**src/rtl/level_timer_ctrl.sv**
```systemverilog
// Game-flow sequencer for the scoreboard overlay: level number, per-level target,
// BCD countdown timer and win/loss decision at timeout.
module level_timer_ctrl #(
    parameter int TICK_DIV     = 50000000,
    parameter int LEVEL_TIME_S = 60,
    parameter int INTRO_S      = 2,
    parameter int NUM_LEVELS   = 5,
    parameter int TARGET_BASE  = 650,
    parameter int TARGET_STEP  = 350
) (
    input  logic        clk,
    input  logic        reset,
    input  logic        start_game,
    input  logic        pause,
    input  logic [13:0] score,
    output logic [2:0]  level_num,
    output logic [13:0] target,
    output logic [3:0]  tens_timer,
    output logic [3:0]  units_timer,
    output logic [2:0]  game_state,
    output logic        play_active,
    output logic        score_clear,
    output logic        level_done
);

    localparam logic [2:0] ST_IDLE      = 3'd0;
    localparam logic [2:0] ST_INTRO     = 3'd1;
    localparam logic [2:0] ST_PLAYING   = 3'd2;
    localparam logic [2:0] ST_LEVEL_WIN = 3'd3;
    localparam logic [2:0] ST_GAME_OVER = 3'd4;
    localparam logic [2:0] ST_GAME_WON  = 3'd5;

    localparam int              PW          = (TICK_DIV > 1) ? $clog2(TICK_DIV) : 1;
    localparam logic [PW-1:0]   PRESC_MAX   = PW'(TICK_DIV - 1);
    localparam logic [3:0]      TENS_INIT   = 4'(LEVEL_TIME_S / 10);
    localparam logic [3:0]      UNITS_INIT  = 4'(LEVEL_TIME_S % 10);
    localparam logic [3:0]      INTRO_LAST  = 4'(INTRO_S);
    localparam logic [2:0]      LEVEL_LAST  = 3'(NUM_LEVELS);
    localparam logic [13:0]     TARGET_INIT = 14'(TARGET_BASE);
    localparam logic [14:0]     TARGET_MAX  = 15'd9999;

    logic [2:0]    state_q, state_d;
    logic [2:0]    level_q, level_d;
    logic [13:0]   target_q, target_d;
    logic [3:0]    tens_q, tens_d;
    logic [3:0]    units_q, units_d;
    logic [PW-1:0] presc_q, presc_d;
    logic [3:0]    intro_q, intro_d;
    logic          score_clear_q, score_clear_d;
    logic          level_done_q, level_done_d;

    logic          run;
    logic          tick;
    logic [14:0]   target_sum;

    always_comb begin
        run        = (state_q == ST_INTRO) || ((state_q == ST_PLAYING) && !pause);
        tick       = run && (presc_q == PRESC_MAX);
        target_sum = {1'b0, target_q} + 15'(TARGET_STEP);

        state_d       = state_q;
        level_d       = level_q;
        target_d      = target_q;
        tens_d        = tens_q;
        units_d       = units_q;
        presc_d       = presc_q;
        intro_d       = intro_q;
        score_clear_d = 1'b0;
        level_done_d  = 1'b0;

        if (run) begin
            presc_d = tick ? '0 : presc_q + 1'b1;
        end

        case (state_q)
            ST_IDLE: begin
                level_d  = 3'd1;
                target_d = TARGET_INIT;
                tens_d   = TENS_INIT;
                units_d  = UNITS_INIT;
                if (start_game) begin
                    state_d       = ST_INTRO;
                    score_clear_d = 1'b1;
                    presc_d       = '0;
                    intro_d       = '0;
                end
            end
            ST_INTRO: begin
                if (tick) begin
                    if (intro_q + 4'd1 == INTRO_LAST) begin
                        state_d = ST_PLAYING;
                        intro_d = '0;
                        presc_d = '0;
                    end else begin
                        intro_d = intro_q + 4'd1;
                    end
                end
            end
            ST_PLAYING: begin
                if (tick && !((tens_q == 4'd0) && (units_q == 4'd0))) begin
                    if (units_q != 4'd0) begin
                        units_d = units_q - 4'd1;
                    end else begin
                        units_d = 4'd9;
                        tens_d  = tens_q - 4'd1;
                    end
                    // the decrement that lands on 00 also decides the level outcome
                    if ((tens_q == 4'd0) && (units_q == 4'd1)) begin
                        if (score >= target_q) begin
                            state_d      = ST_LEVEL_WIN;
                            level_done_d = 1'b1;
                        end else begin
                            state_d = ST_GAME_OVER;
                        end
                    end
                end
            end
            ST_LEVEL_WIN: begin
                if (level_q == LEVEL_LAST) begin
                    state_d = ST_GAME_WON;
                end else begin
                    level_d  = level_q + 3'd1;
                    target_d = (target_sum > TARGET_MAX) ? TARGET_MAX[13:0] : target_sum[13:0];
                    tens_d   = TENS_INIT;
                    units_d  = UNITS_INIT;
                    state_d  = ST_INTRO;
                    presc_d  = '0;
                    intro_d  = '0;
                end
            end
            ST_GAME_OVER, ST_GAME_WON: begin
                if (start_game) begin
                    state_d       = ST_INTRO;
                    score_clear_d = 1'b1;
                    level_d       = 3'd1;
                    target_d      = TARGET_INIT;
                    tens_d        = TENS_INIT;
                    units_d       = UNITS_INIT;
                    presc_d       = '0;
                    intro_d       = '0;
                end
            end
            default: begin
                state_d = ST_IDLE;
            end
        endcase
    end

    always_ff @(posedge clk or posedge reset) begin
        if (reset) begin
            state_q       <= ST_IDLE;
            level_q       <= 3'd1;
            target_q      <= TARGET_INIT;
            tens_q        <= TENS_INIT;
            units_q       <= UNITS_INIT;
            presc_q       <= '0;
            intro_q       <= '0;
            score_clear_q <= 1'b0;
            level_done_q  <= 1'b0;
        end else begin
            state_q       <= state_d;
            level_q       <= level_d;
            target_q      <= target_d;
            tens_q        <= tens_d;
            units_q       <= units_d;
            presc_q       <= presc_d;
            intro_q       <= intro_d;
            score_clear_q <= score_clear_d;
            level_done_q  <= level_done_d;
        end
    end

    assign level_num   = level_q;
    assign target      = target_q;
    assign tens_timer  = tens_q;
    assign units_timer = units_q;
    assign game_state  = state_q;
    assign score_clear = score_clear_q;
    assign level_done  = level_done_q;
    assign play_active = (state_q == ST_PLAYING) && !pause;

endmodule

```
**config.mk**
```make
export PLATFORM = sky130hd
export DESIGN_NAME = level_timer_ctrl
export DESIGN_NICKNAME = d
export VERILOG_FILES = /design/src/rtl/level_timer_ctrl.sv
export SDC_FILE = /design/constraint.sdc
export NUM_CORES = 1
export LEC_CHECK = 0
export ABC_AREA = 1
export BUFFER_PORTS_ARGS = -buffer_cell sky130_fd_sc_hd__buf_2
export CELL_PAD_IN_SITES_DETAIL_PLACEMENT = 0
export CELL_PAD_IN_SITES_GLOBAL_PLACEMENT = 1
export CORE_UTILIZATION = 35
export CTS_BUF_LIST = sky130_fd_sc_hd__clkbuf_4 sky130_fd_sc_hd__clkbuf_8
export DETAILED_ROUTE_END_ITERATION = 16
export PLACE_DENSITY_LB_ADDON = 0.1
export SYNTH_ARGS = -nofsm -noshare
export SYNTH_HDL_FRONTEND = slang
export SYNTH_SLANG_ARGS = --single-unit
```
**constraint.sdc**
```tcl
create_clock -name clk -period 5.9 [get_ports clk]
set_input_delay 0.59 -clock clk [delete_from_list [all_inputs] [get_ports clk]]
set_output_delay 0.59 -clock clk [all_outputs]
set_load 0.05 [all_outputs]
```
# ---- Word-level counts from Yosys, hierarchy flattened
# Cells that the tools add are included.
dict set report totals {
  regBits 60
  inputBits 18
}
dict set report classes {
  addsub 6
  order_cmp 2
  n_eq_ne 17
  muxes 40
  reduce_logical 22
}
# op n
set ops {}
lappend ops {{$mux 26} 6}
lappend ops {{$pmux 26 s3} 1}
lappend ops {{$mux 14} 3}
lappend ops {{$pmux 14 s3} 1}
lappend ops {{$mux 4} 10}
lappend ops {{$pmux 4 s4} 2}
lappend ops {{$add 26x1->26 const B} 1}
lappend ops {{$eq 26x26->1 const B} 1}
lappend ops {{$mux 3} 8}
lappend ops {{$add 14x9->15 const B} 1}
lappend ops {{$gt 15x14->1 const B} 1}
lappend ops {{$ge 14x14->1} 1}
lappend ops {{$pmux 3 s4} 1}
lappend ops {{$pmux 4 s3} 1}
lappend ops {{$reduce_and 5->1} 2}
lappend ops {{$eq 3x3->1 const B} 3}
lappend ops {{$pmux 3 s3} 1}
lappend ops {{$logic_not 4->1} 2}
lappend ops {{$ne 2x1->1 const B} 4}
lappend ops {{$ne 2x2->1 const B} 4}
lappend ops {{$reduce_and 4->1} 2}
lappend ops {{$reduce_bool 4->1} 2}
lappend ops {{$sub 4x1->4 const B} 2}
lappend ops {{$eq 3x2->1 const B} 2}
lappend ops {{14 further kinds} 25}

# ---- Depth between registers and ports, before layout
# Gate-level depths: netlist (run 1).
dict set report logic_depth {
  depth_word 9
  mapped_depth 19
}

# ---- Least setup slack after synthesis (run 1)
# No wires, ideal clock.
dict set report synth_path {
  path_type {register to register}
  startpoint {register target_q[1], in the netlist target[1]}
  endpoint {register target_q[10], in the netlist target[10]}
  setup_time_ps 118
  t_arrival_ps 2305
  path_slack_ps 3477
  stages_incl_launch_ff 18
  n_path_buf 1
  period_less_slack_ps 2423
  path_cell_list {dfstp_2 > inv_1 > ha_1 > nand3_1 > nand2_1 > nand2_1 > nand2_1 > nand2_1 > nand2_1 > nand2_1 > nand2_1 > nor3_1 > nand3_1 > nand2_1 > buf_2 > nand2_1 > nand2_1 > nand2_1}
}
dict set report synth_between {
  elab_chain_cells 5
}
# element line
set synth_rtl {}
lappend synth_rtl {{start, declared} 44} ;# logic [13:0] target_q, target_d;
lappend synth_rtl {{start signal, assigned} 163} ;# target_q <= target_d;
lappend synth_rtl {{$add 14x9->15 *} 59} ;# target_sum = {1'b0, target_q} + 15'(TARGET_STEP);
lappend synth_rtl {{$gt 15x14->1} 123} ;# target_d = (target_sum > TARGET_MAX) ? TARGET_MAX[13:0] : target_sum[13:0];
lappend synth_rtl {{$mux 14 *} 123}
lappend synth_rtl {{$mux 14 *} 119} ;# if (level_q == LEVEL_LAST) begin
lappend synth_rtl {{$pmux 14 s3 *} 75} ;# case (state_q)
# Mark *: on every way between the ends. The rest lies on a longest branch, timed or not. The select of a mux whose other input is x is not followed.
# A chain may end at the register's enable or synchronous reset.

# ---- Worst setup path after layout (run 1)
dict set report layout_path {
  startpoint {register target_q[1], in the netlist target[1]}
  endpoint {register target_q[9], in the netlist target[9]}
}
# Same word-level chain as after synthesis.

==> results of run 1 <==
cell usage after synthesis (2+ instances only):
master	instances	area share, %
nand2_1	155	14
inv_1	82	7.5
o31ai_1	3	0.55
nor2_2	4	0.61
nor2_1	72	6.6
nand4_1	8	1.2
a211oi_1	2	0.37
o21ai_1	5	0.61
nand3_1	52	6.3
o21ai_0	21	2.6
nor2_4	3	0.82
nor3_1	15	1.8
o211ai_1	3	0.55
a21oi_1	23	2.8
o21a_1	2	0.37
a31oi_1	2	0.30
dfstp_2	7	4.5
xnor2_1	5	1.1
ha_1	26	7.9
buf_2	3	0.37
nor4_1	3	0.46
or2_2	2	0.30
nor3b_1	5	0.91
nand2_2	2	0.30
inv_2	5	0.46
dfrtp_1	53	32
xor2_1	8	1.7
state kept, by name, summed over array words and instances, names as in the netlist:
| signal | count |
|---|---|
| game_state | 3 |
| intro_q | 4 |
| level_done | 1 |
| level_num | 3 |
| presc_q | 26 |
| score_clear | 1 |
| target | 14 |
| tens_timer | 4 |
| units_timer | 4 |
where the power goes:
part           internal (uW)  leakage [uW]  switching (uW)
Combinational            264       0.00153             736
Clock                    222      0.000106             168
Sequential               493      0.000799            77.7
Total                    979       0.00244             982
per-layer routing:
metal | vias to the layer above | global-route usage (%) | share of wire, %
met1 | 1767 | 28.3 | 53
met5 | - | 0 | 0
met2 | 64 | 28.2 | 43
li1 | 1988 | - | -
met4 | 0 | 5.36 | 1.1
met3 | 7 | 4.29 | 3.4
worst max-delay path by stage:
stage / slack, ns / from / to / cells past startpoint
after floorplan: 3.48 / target[1]$_DFFE_PP1P_ / target[10]$_DFFE_PP0P_ / 17
after global placement: 3.31 / target[1]$_DFFE_PP1P_ / target[9]$_DFFE_PP1P_ / 16
after detailed placement: 3.29 / target[1]$_DFFE_PP1P_ / target[9]$_DFFE_PP1P_ / 16
after CTS: 3.29 / target[1]$_DFFE_PP1P_ / target[9]$_DFFE_PP1P_ / 16
after global routing: 2.95 / target[1]$_DFFE_PP1P_ / target[9]$_DFFE_PP1P_ / 16
final: 3.26 / target[1]$_DFFE_PP1P_ / target[9]$_DFFE_PP1P_ / 16
per-stage QoR:
step	setup slack [ns]	instance area [um2]	std cells
global route	2.95	4730	786
CTS	3.29	4730	786
finish	3.26	4730	786
detailed placement	3.29	4520	770
global placement	3.31	4520	770
floorplan	3.48	4110	582
logic make-up after synthesis:
family / after synthesis / synth area share [%]
and+or+nand+nor: 329 / 35.8
buffers and inverters: 91 / 8.40
AOI/OAI and AO/OA: 63 / 8.43
DFF: 60 / 36.7
adders and majority gates: 26 / 7.91
xor gates and xnor gates: 13 / 2.77
final cells by class:
type                    instances  area [um2]  area share, %
repair buffers                 49         248           5.24
inverters                      87         327           6.91
multi-input cells             431        2260           47.7
clock buffers                  12         159           3.36
well taps                     143         179           3.79
flip-flops and latches         60        1510           32.0
clock inverters                 4        47.5           1.01
placed cells by master (no fill, tap or decap), types with 2 or more instances in the layout:
cell type  instances
nand2_1          155
inv_1             81
nor2_1            72
dfrtp_1           53
nand3_1           52
buf_2             48
ha_1              26
a21oi_1           23
o21ai_0           21
nor3_1            15
clkbuf_8          11
nand4_1            8
xor2_1             8
dfstp_2            7
inv_2              6
o21ai_1            5
nor3b_1            5
xnor2_1            5
nor2_2             4
nor2_4             3
nor4_1             3
o211ai_1           3
o31ai_1            3
or2_2              2
nand2_2            2
a211oi_1           2
o21a_1             2
a31oi_1            2
clkinv_2           2
==> run_results.csv, run 1 <==
group,metric,value,unit
yosys,avgSynthCellArea,7.06,um2
yosys,syn_nets,626,
yosys,mappedNetlistArea,4110,um2
pwr,power,1960,uW
cts,numCtsBuffers,9,
global_routing,antenna_found_initial,0,
setup_path,start_kind,"register",
floorplanning,dieArea,12200,um2
placement,io_buffers,48,
finish,fin_nets,682,
yosys,netlist_instances,582,
routing,detail_route.vias_per_cell,4.87,
setup_path,critPathMaxStageDelay,0.54,ns
setup_path,arrival,2.91,ns
floorplanning,die_h,110,um
pwr,p_per_area,415,nW/um2
timing,worstMarginPinSlew,0.787,ns
min_path,hold_start,"presc_q[25]$_DFF_PP0_",
floorplanning,initial_core_util,36.0,%
global_routing,grt_max_degree,61,
setup_path,cp_slowest_cell,"dfstp_2",
setup_path,worst_r2r_startpoint,"target[1]$_DFFE_PP1P_",
finish,fillers,1255,
finish,insertedDiodeCount,0,
setup_path,reg2reg_depth,16,
routing,drc,0,
placement,dp_hpwl,8.27,mm
timing,timing.slew.headroom,47.5,%
min_path,whs_path_depth,1,
setup_path,crit_top_cell,"nand2_1",
flow_run,maxCapViolations,0,
global_routing,grt_pass1_wl,17.8,mm
yosys,yosys_warnings,0,
cts,clkSinkCount,60,
routing,vias,3826,
yosys,ys_seq_area_share,36.7,%
routing,drt-initial-drc-count,215,
yosys,synth_async_sr_flop_share,100,%
routing,firstDrtPassIters,7,
finish,drive_gt1_share,14.8,%
timing,rsz0062_at_grt,"false",
timing,clock_skew,0.0141,ns
setup_path,worstPathMaxFanout,11,
min_path,hp-class,"reg -> reg",
floorplanning,fp.coreArea,11400,um2
setup_path,ff2ff_setup_slack,3.26,ns
floorplanning,pin_count,49,
cts,clk_pin_slew_worst_paths,0.07,ns
setup_path,cp_top_family,"simple AND/OR/NAND/NOR gates",
setup_path,crit_buf_inv,2,
cts,clockBufferDepth,2,
cts,cts_tree,"built",
timing,maxSlewViolCount,0,
routing,ant_nets,0,
finish,fin_util,41.4,%
pwr,ir_drop,193,uV
cts,hold_buffers,0,
min_path,holdPathEnd,"presc_q[25]$_DFF_PP0_",
timing,hold_viol,0,
global_routing,overflow,0,
yosys,synth_edf_count,0,
setup_path,worst_setup_path_end_kind,"register",
setup_path,worstReg2RegEnd,"target[9]$_DFFE_PP1P_",
yosys,synth_seq_cells,60,
floorplanning,rows,39,
routing,wirelength,10.8,mm
setup_path,worstSetupPathType,"reg -> reg",
cts,cts_max_level,3,
outcome,outcome,"finished clean",
setup_path,path_cells,"inv_1, ha_1, nand3_1, nand2_1, nand2_1, nand2_1, nand2_1, nand2_1, nand2_1, nand2_1, nor3_1, nand3_1, nand2_1, nand3_1, nand2_1, inv_1",
placement,gp_congestion,0.870,
floorplanning,die-width,110,um
finish,area_growth,14.9,%
cts,postCtsSetupBuffers,0,
timing,fin_hold_ws,0.472,ns
timing,setup_tns,0,ns
timing,setup_violations,0,
cts,insertion_delay,0.34,ns
pwr,p_leak,0.00244,uW
cts,cts_root_buf,"clkbuf_8",
yosys,ys_types,38,
timing,period_needed,2.64,ns
routing,wire_per_inst,13.7,um
setup_path,cp_data_required_time,6.17,ns
yosys,ys.flop_type,"dfrtp_1",
global_routing,grt_pass1_vias,3602,
cts,ctsResizeCount,0,
timing,fin_crit_sh,44.7,%
global_routing,grtUsageTotal,19.3,%
timing,fmax,379,MHz
(Power assumes the default switching activity.)
==> run 2, diff against run 1 <==
clock period = 2.7 ns   (was 5.9 ns; I/O delays follow)
==> run_results.csv, run 2 (synthesis gave the netlist of run 1 again) <==
group,metric,value,unit
outcome,outcome,"finished clean",
global_routing,grt_max_degree,32,
timing,setup_tns,0,ns
setup_path,cp_top_family,"simple AND/OR/NAND/NOR gates",
pwr,clockPowerShare,18.2,%
global_routing,top_usage_layer,"met1",
finish,area_growth,15.6,%
routing,wire_per_inst,13.8,um
floorplanning,pin_count,49,
routing,drc,0,
cts,insertion_delay,0.34,ns
routing,detail_route.vias_per_cell,4.84,
placement,io_buffers,48,
floorplanning,initial_core_util,36.0,%
global_routing,grtUsageMet3,4.12,%
placement,dp_slack,0.223,ns
setup_path,worstPathMaxFanout,5,
setup_path,cp_slowest_cell,"dfrtp_1",
pwr,seqPwrFrac,29.5,%
pwr,p_sw,2150,uW
finish,layout_common_cells,"154 x nand2_1, 81 x inv_1, 72 x nor2_1",
global_routing,met1_usage,29.1,%
pwr,switching_share,50.6,%
finish,regMostFlops,"presc_q",
finish,final_common_cell,"nand2_1",
pwr,power_frac_comb,52.3,%
global_routing,met2_usage,28.5,%
setup_path,start_kind,"register",
finish,drive_gt1_share,15.5,%
routing,wirelength,10.9,mm
pwr,p_int,2090,uW
cts,postCtsSetupBuffers,0,
pwr,p_leak,0.00246,uW
setup_path,path_cells,"inv_1, nand2_1, nor2_2, a21oi_1, nor3_1, nand3_1, nor2_1, nand2_1, o21ai_0, a21oi_1",
cts,cts_max_level,3,
timing,fin_crit_sh,87.4,%
timing,worst_slack,0.341,ns
placement,dp_hpwl,8.46,mm
timing,setup_violations,0,
cts,hold_buffers,0,
floorplanning,fp.coreArea,11400,um2
setup_path,cp_data_required_time,2.93,ns
min_path,hp-class,"in -> async",
cts,clk_pin_slew_worst_paths,0.07,ns
cts,clkSinkCount,60,
cts,ctsResizeCount,0,
cts,cts_tree,"built",
flow_run,maxCapViolations,0,
placement,gp_congestion,0.811,
setup_path,crit_buf_inv,1,
timing,maxSlewViolCount,0,
global_routing,grt_pass1_wl,18.1,mm
global_routing,grt_pass1_vias,3614,
setup_path,arrival,2.59,ns
floorplanning,die-width,110,um
pwr,p_per_area,892,nW/um2
floorplanning,rows,39,
pwr,ir_drop,442,uV
finish,fin_nets,686,
timing,period_needed,2.36,ns
routing,ant_nets,0,
timing,fmax,424,MHz
global_routing,antenna_found_initial,0,
setup_path,worstSetupPathType,"reg -> reg",
cts,cts_root_buf,"clkbuf_8",
routing,firstDrtPassIters,4,
global_routing,grtUsageTotal,19.5,%
cts,clockBufferDepth,2,
floorplanning,dieArea,12200,um2
timing,clock_skew,0.00897,ns
routing,drt-initial-drc-count,181,
floorplanning,die_h,110,um
finish,insertedDiodeCount,0,
setup_path,worst_setup_path_end_kind,"register",
global_routing,overflow,0,
cts,numCtsBuffers,9,
timing,timing.slew.headroom,53.5,%
timing,hold_viol,0,
timing,worstMarginPinSlew,0.697,ns
routing,vias,3824,
timing,rsz0062_at_grt,"false",
setup_path,critPathMaxStageDelay,0.43,ns
finish,largest_register_ffs,26,
## run 2: cell type report
type                    count  area, um2
clock buffers              14        174
clock inverters             2       10.0
fillers                  1237       6670
inverters                  87        327
multi-input cells         431       2260
flip-flops and latches     60       1510
well taps                 143        179
repair buffers             53        290
## run 2: final timing paths
kind	cells after the start	slack (ns)	from	end
worst max-delay path	10	0.34	game_state[2]$_DFFE_PP0P_	presc_q[13]$_DFF_PP0_
max in group asynchronous	3	1.98	reset	target[3]$_DFFE_PP1P_
worst max register to register	10	0.34	game_state[2]$_DFFE_PP0P_	presc_q[13]$_DFF_PP0_
worst min-delay path	2	0.03	reset	tens_timer[3]$_DFFE_PP0P_
worst min register to register	1	0.48	presc_q[25]$_DFF_PP0_	presc_q[25]$_DFF_PP0_
min in group clk	3	0.26	start_game	score_clear$_DFF_PP0_
## run 2: power by group through the flow
stage                     Combinational [uW]  Sequential (uW)  Clock (uW)
after CTS                               2240             1250         805
after global routing                    2510             1280         834
final                                   2220             1250         770
after global placement                  2210             1270           0
after floorplan                         1290             1620           0
after detailed placement                2230             1270           0
## run 2: per-stage QoR
stage	util, %	hold WS [ns]	instance area, um2	total power (uW)	instances
after floorplan	-	0.433	4110	2910	582
after global placement	40.0	0.419	4560	3480	774
after detailed placement	40.0	0.423	4560	3500	774
after CTS	41.6	0.0365	4750	4300	790
after global routing	41.6	0.0914	4750	4620	790
final	41.6	0.0326	4750	4240	790
## run 2: metal layers
| layer | share of wire [%] | routed length, um | vias to the layer above |
|---|---|---|---|
| li1 | - | - | 1997 |
| met1 | 53 | 5800 | 1747 |
| met2 | 42 | 4600 | 72 |
| met3 | 4.0 | 441 | 8 |
| met4 | 0.90 | 99 | 0 |
| met5 | 0 | 0 | - |
==> run 3, diff against run 2 <==
BUFFER_PORTS_ARGS = -buffer_cell sky130_fd_sc_hd__buf_4   (was -buffer_cell sky130_fd_sc_hd__buf_2)
==> run_results.csv, run 3 (synthesis gave the netlist of run 1 again) <==
group,metric,value,unit
cts,cts_tree,"built",
floorplanning,die-width,110,um
timing,clock_skew,0.0136,ns
routing,wirelength,10.9,mm
finish,insertedDiodeCount,0,
cts,cts_max_level,3,
setup_path,reg2reg_depth,16,
setup_path,start_kind,"register",
routing,drt-initial-drc-count,231,
setup_path,cp_data_required_time,2.94,ns
timing,maxSlewViolCount,0,
floorplanning,die_h,110,um
cts,ctsResizeCount,0,
routing,vias,3892,
cts,numCtsBuffers,9,
finish,drive_gt1_share,15.6,%
timing,fmax,422,MHz
finish,layout_common_cells,"154 x nand2_1, 81 x inv_1, 72 x nor2_1",
floorplanning,fp.coreArea,11400,um2
placement,io_buffers,48,
setup_path,worst_setup_path_end_kind,"register",
setup_path,worstSetupPathType,"reg -> reg",
setup_path,arrival,2.61,ns
outcome,outcome,"finished clean",
cts,postCtsSetupBuffers,0,
cts,insertion_delay,0.35,ns
finish,largest_register_ffs,26,
timing,setup_tns,0,ns
global_routing,overflow,0,
finish,regMostFlops,"presc_q",
routing,firstDrtPassIters,4,
setup_path,worstPathMaxFanout,11,
routing,detail_route.vias_per_cell,4.92,
timing,timing.slew.headroom,50.7,%
routing,ant_nets,0,
floorplanning,dieArea,12200,um2
timing,period_needed,2.37,ns
timing,hold_viol,0,
finish,final_common_cell,"nand2_1",
routing,drc,0,
floorplanning,rows,39,
pwr,p_per_area,918,nW/um2
finish,area_growth,19.7,%
pwr,p_leak,0.00251,uW
global_routing,antenna_found_initial,0,
placement,gp_congestion,0.817,
cts,cts_root_buf,"clkbuf_8",
timing,fin_hold_ws,0.0522,ns
global_routing,grt_max_degree,36,
pwr,ir_drop,536,uV
timing,fin_crit_sh,87.7,%
placement,dp_hpwl,8.61,mm
global_routing,grt_pass1_vias,3617,
flow_run,maxCapViolations,0,
finish,fin_nets,687,
routing,wire_per_inst,13.8,um
cts,clockBufferDepth,2,
global_routing,grt_pass1_wl,18.3,mm
timing,worstMarginPinSlew,0.739,ns
cts,clkSinkCount,60,
timing,rsz0062_at_grt,"false",
timing,setup_violations,0,
floorplanning,pin_count,49,
floorplanning,initial_core_util,36.0,%
min_path,hp-class,"in -> async",
global_routing,grtUsageTotal,19.6,%
cts,clk_pin_slew_worst_paths,0.07,ns
cts,hold_buffers,0,
finish,fin_util,43.1,%
-- run 3: cell count changes in the layout (fill, tap and decap cells not counted), sizes merged --
cell and delta:
bufinv +2, clkbuf -2, buf +1
-- run 3: final cells by class --
type,count,area [um2]
multi-input combinational,431,2260
tap,143,179
clock inverter,4,70.1
clock buffer,12,165
fill,1263,6500
timing repair buffer,54,405
inverter,87,327
sequential,60,1510
-- run 3: worst paths after layout --
| kind | slack [ns] | endpoint | start |
|---|---|---|---|
| setup / recovery | 0.33 | target[8]$_DFFE_PP0P_ | target[1]$_DFFE_PP1P_ |
| min in group clk | 0.24 | score_clear$_DFF_PP0_ | start_game |
| hold reg to reg | 0.47 | presc_q[25]$_DFF_PP0_ | presc_q[25]$_DFF_PP0_ |
| setup reg to reg | 0.33 | target[8]$_DFFE_PP0P_ | target[1]$_DFFE_PP1P_ |
| max in group asynchronous | 1.90 | tens_timer[1]$_DFFE_PP1P_ | reset |
| hold / removal | 0.05 | units_timer[0]$_DFFE_PP0P_ | reset |
-- run 3: critical path: stages (launching register included) --
cell and delay, ns:
dfstp_2 0.55, inv_1 0.14, ha_1 0.28, nand3_1 0.12, nand2_1 0.09, nand2_1 0.10, nand2_1 0.06, nand2_1 0.05
nand2_1 0.04, nand2_1 0.08, nand2_1 0.09, nor3_1 0.16, nand3_1 0.16, nand2_4 0.18, nand2_1 0.07, nand2_1 0.05
nand2_1 0.04
-- run 3: metal layers --
| layer | vias up | share of wire, % | global-route usage (%) |
|---|---|---|---|
| li1 | 2002 | - | - |
| met1 | 1803 | 52 | 29.5 |
| met2 | 80 | 43 | 28.6 |
| met3 | 7 | 4.3 | 4.12 |
| met4 | 0 | 0.60 | 3.95 |
| met5 | - | 0 | 0 |
-- run 3: metrics by stage --
stage,power [uW],instance area (um2),setup slack [ns],std cells
2_1_floorplan,2910,4110,0.277,582
3_3_place_gp,3570,4680,0.342,775
3_5_place_dp,3580,4680,0.188,775
4_1_cts,4570,4910,0.172,791
5_1_grt,4920,4920,0.0246,791
6_report,4520,4920,0.331,791
-- run 3: power breakdown --
part,internal (uW),total [uW],switching [uW]
sequential,1080,1260,181
clock,592,961,369
combinational,677,2300,1620
total,2350,4520,2170
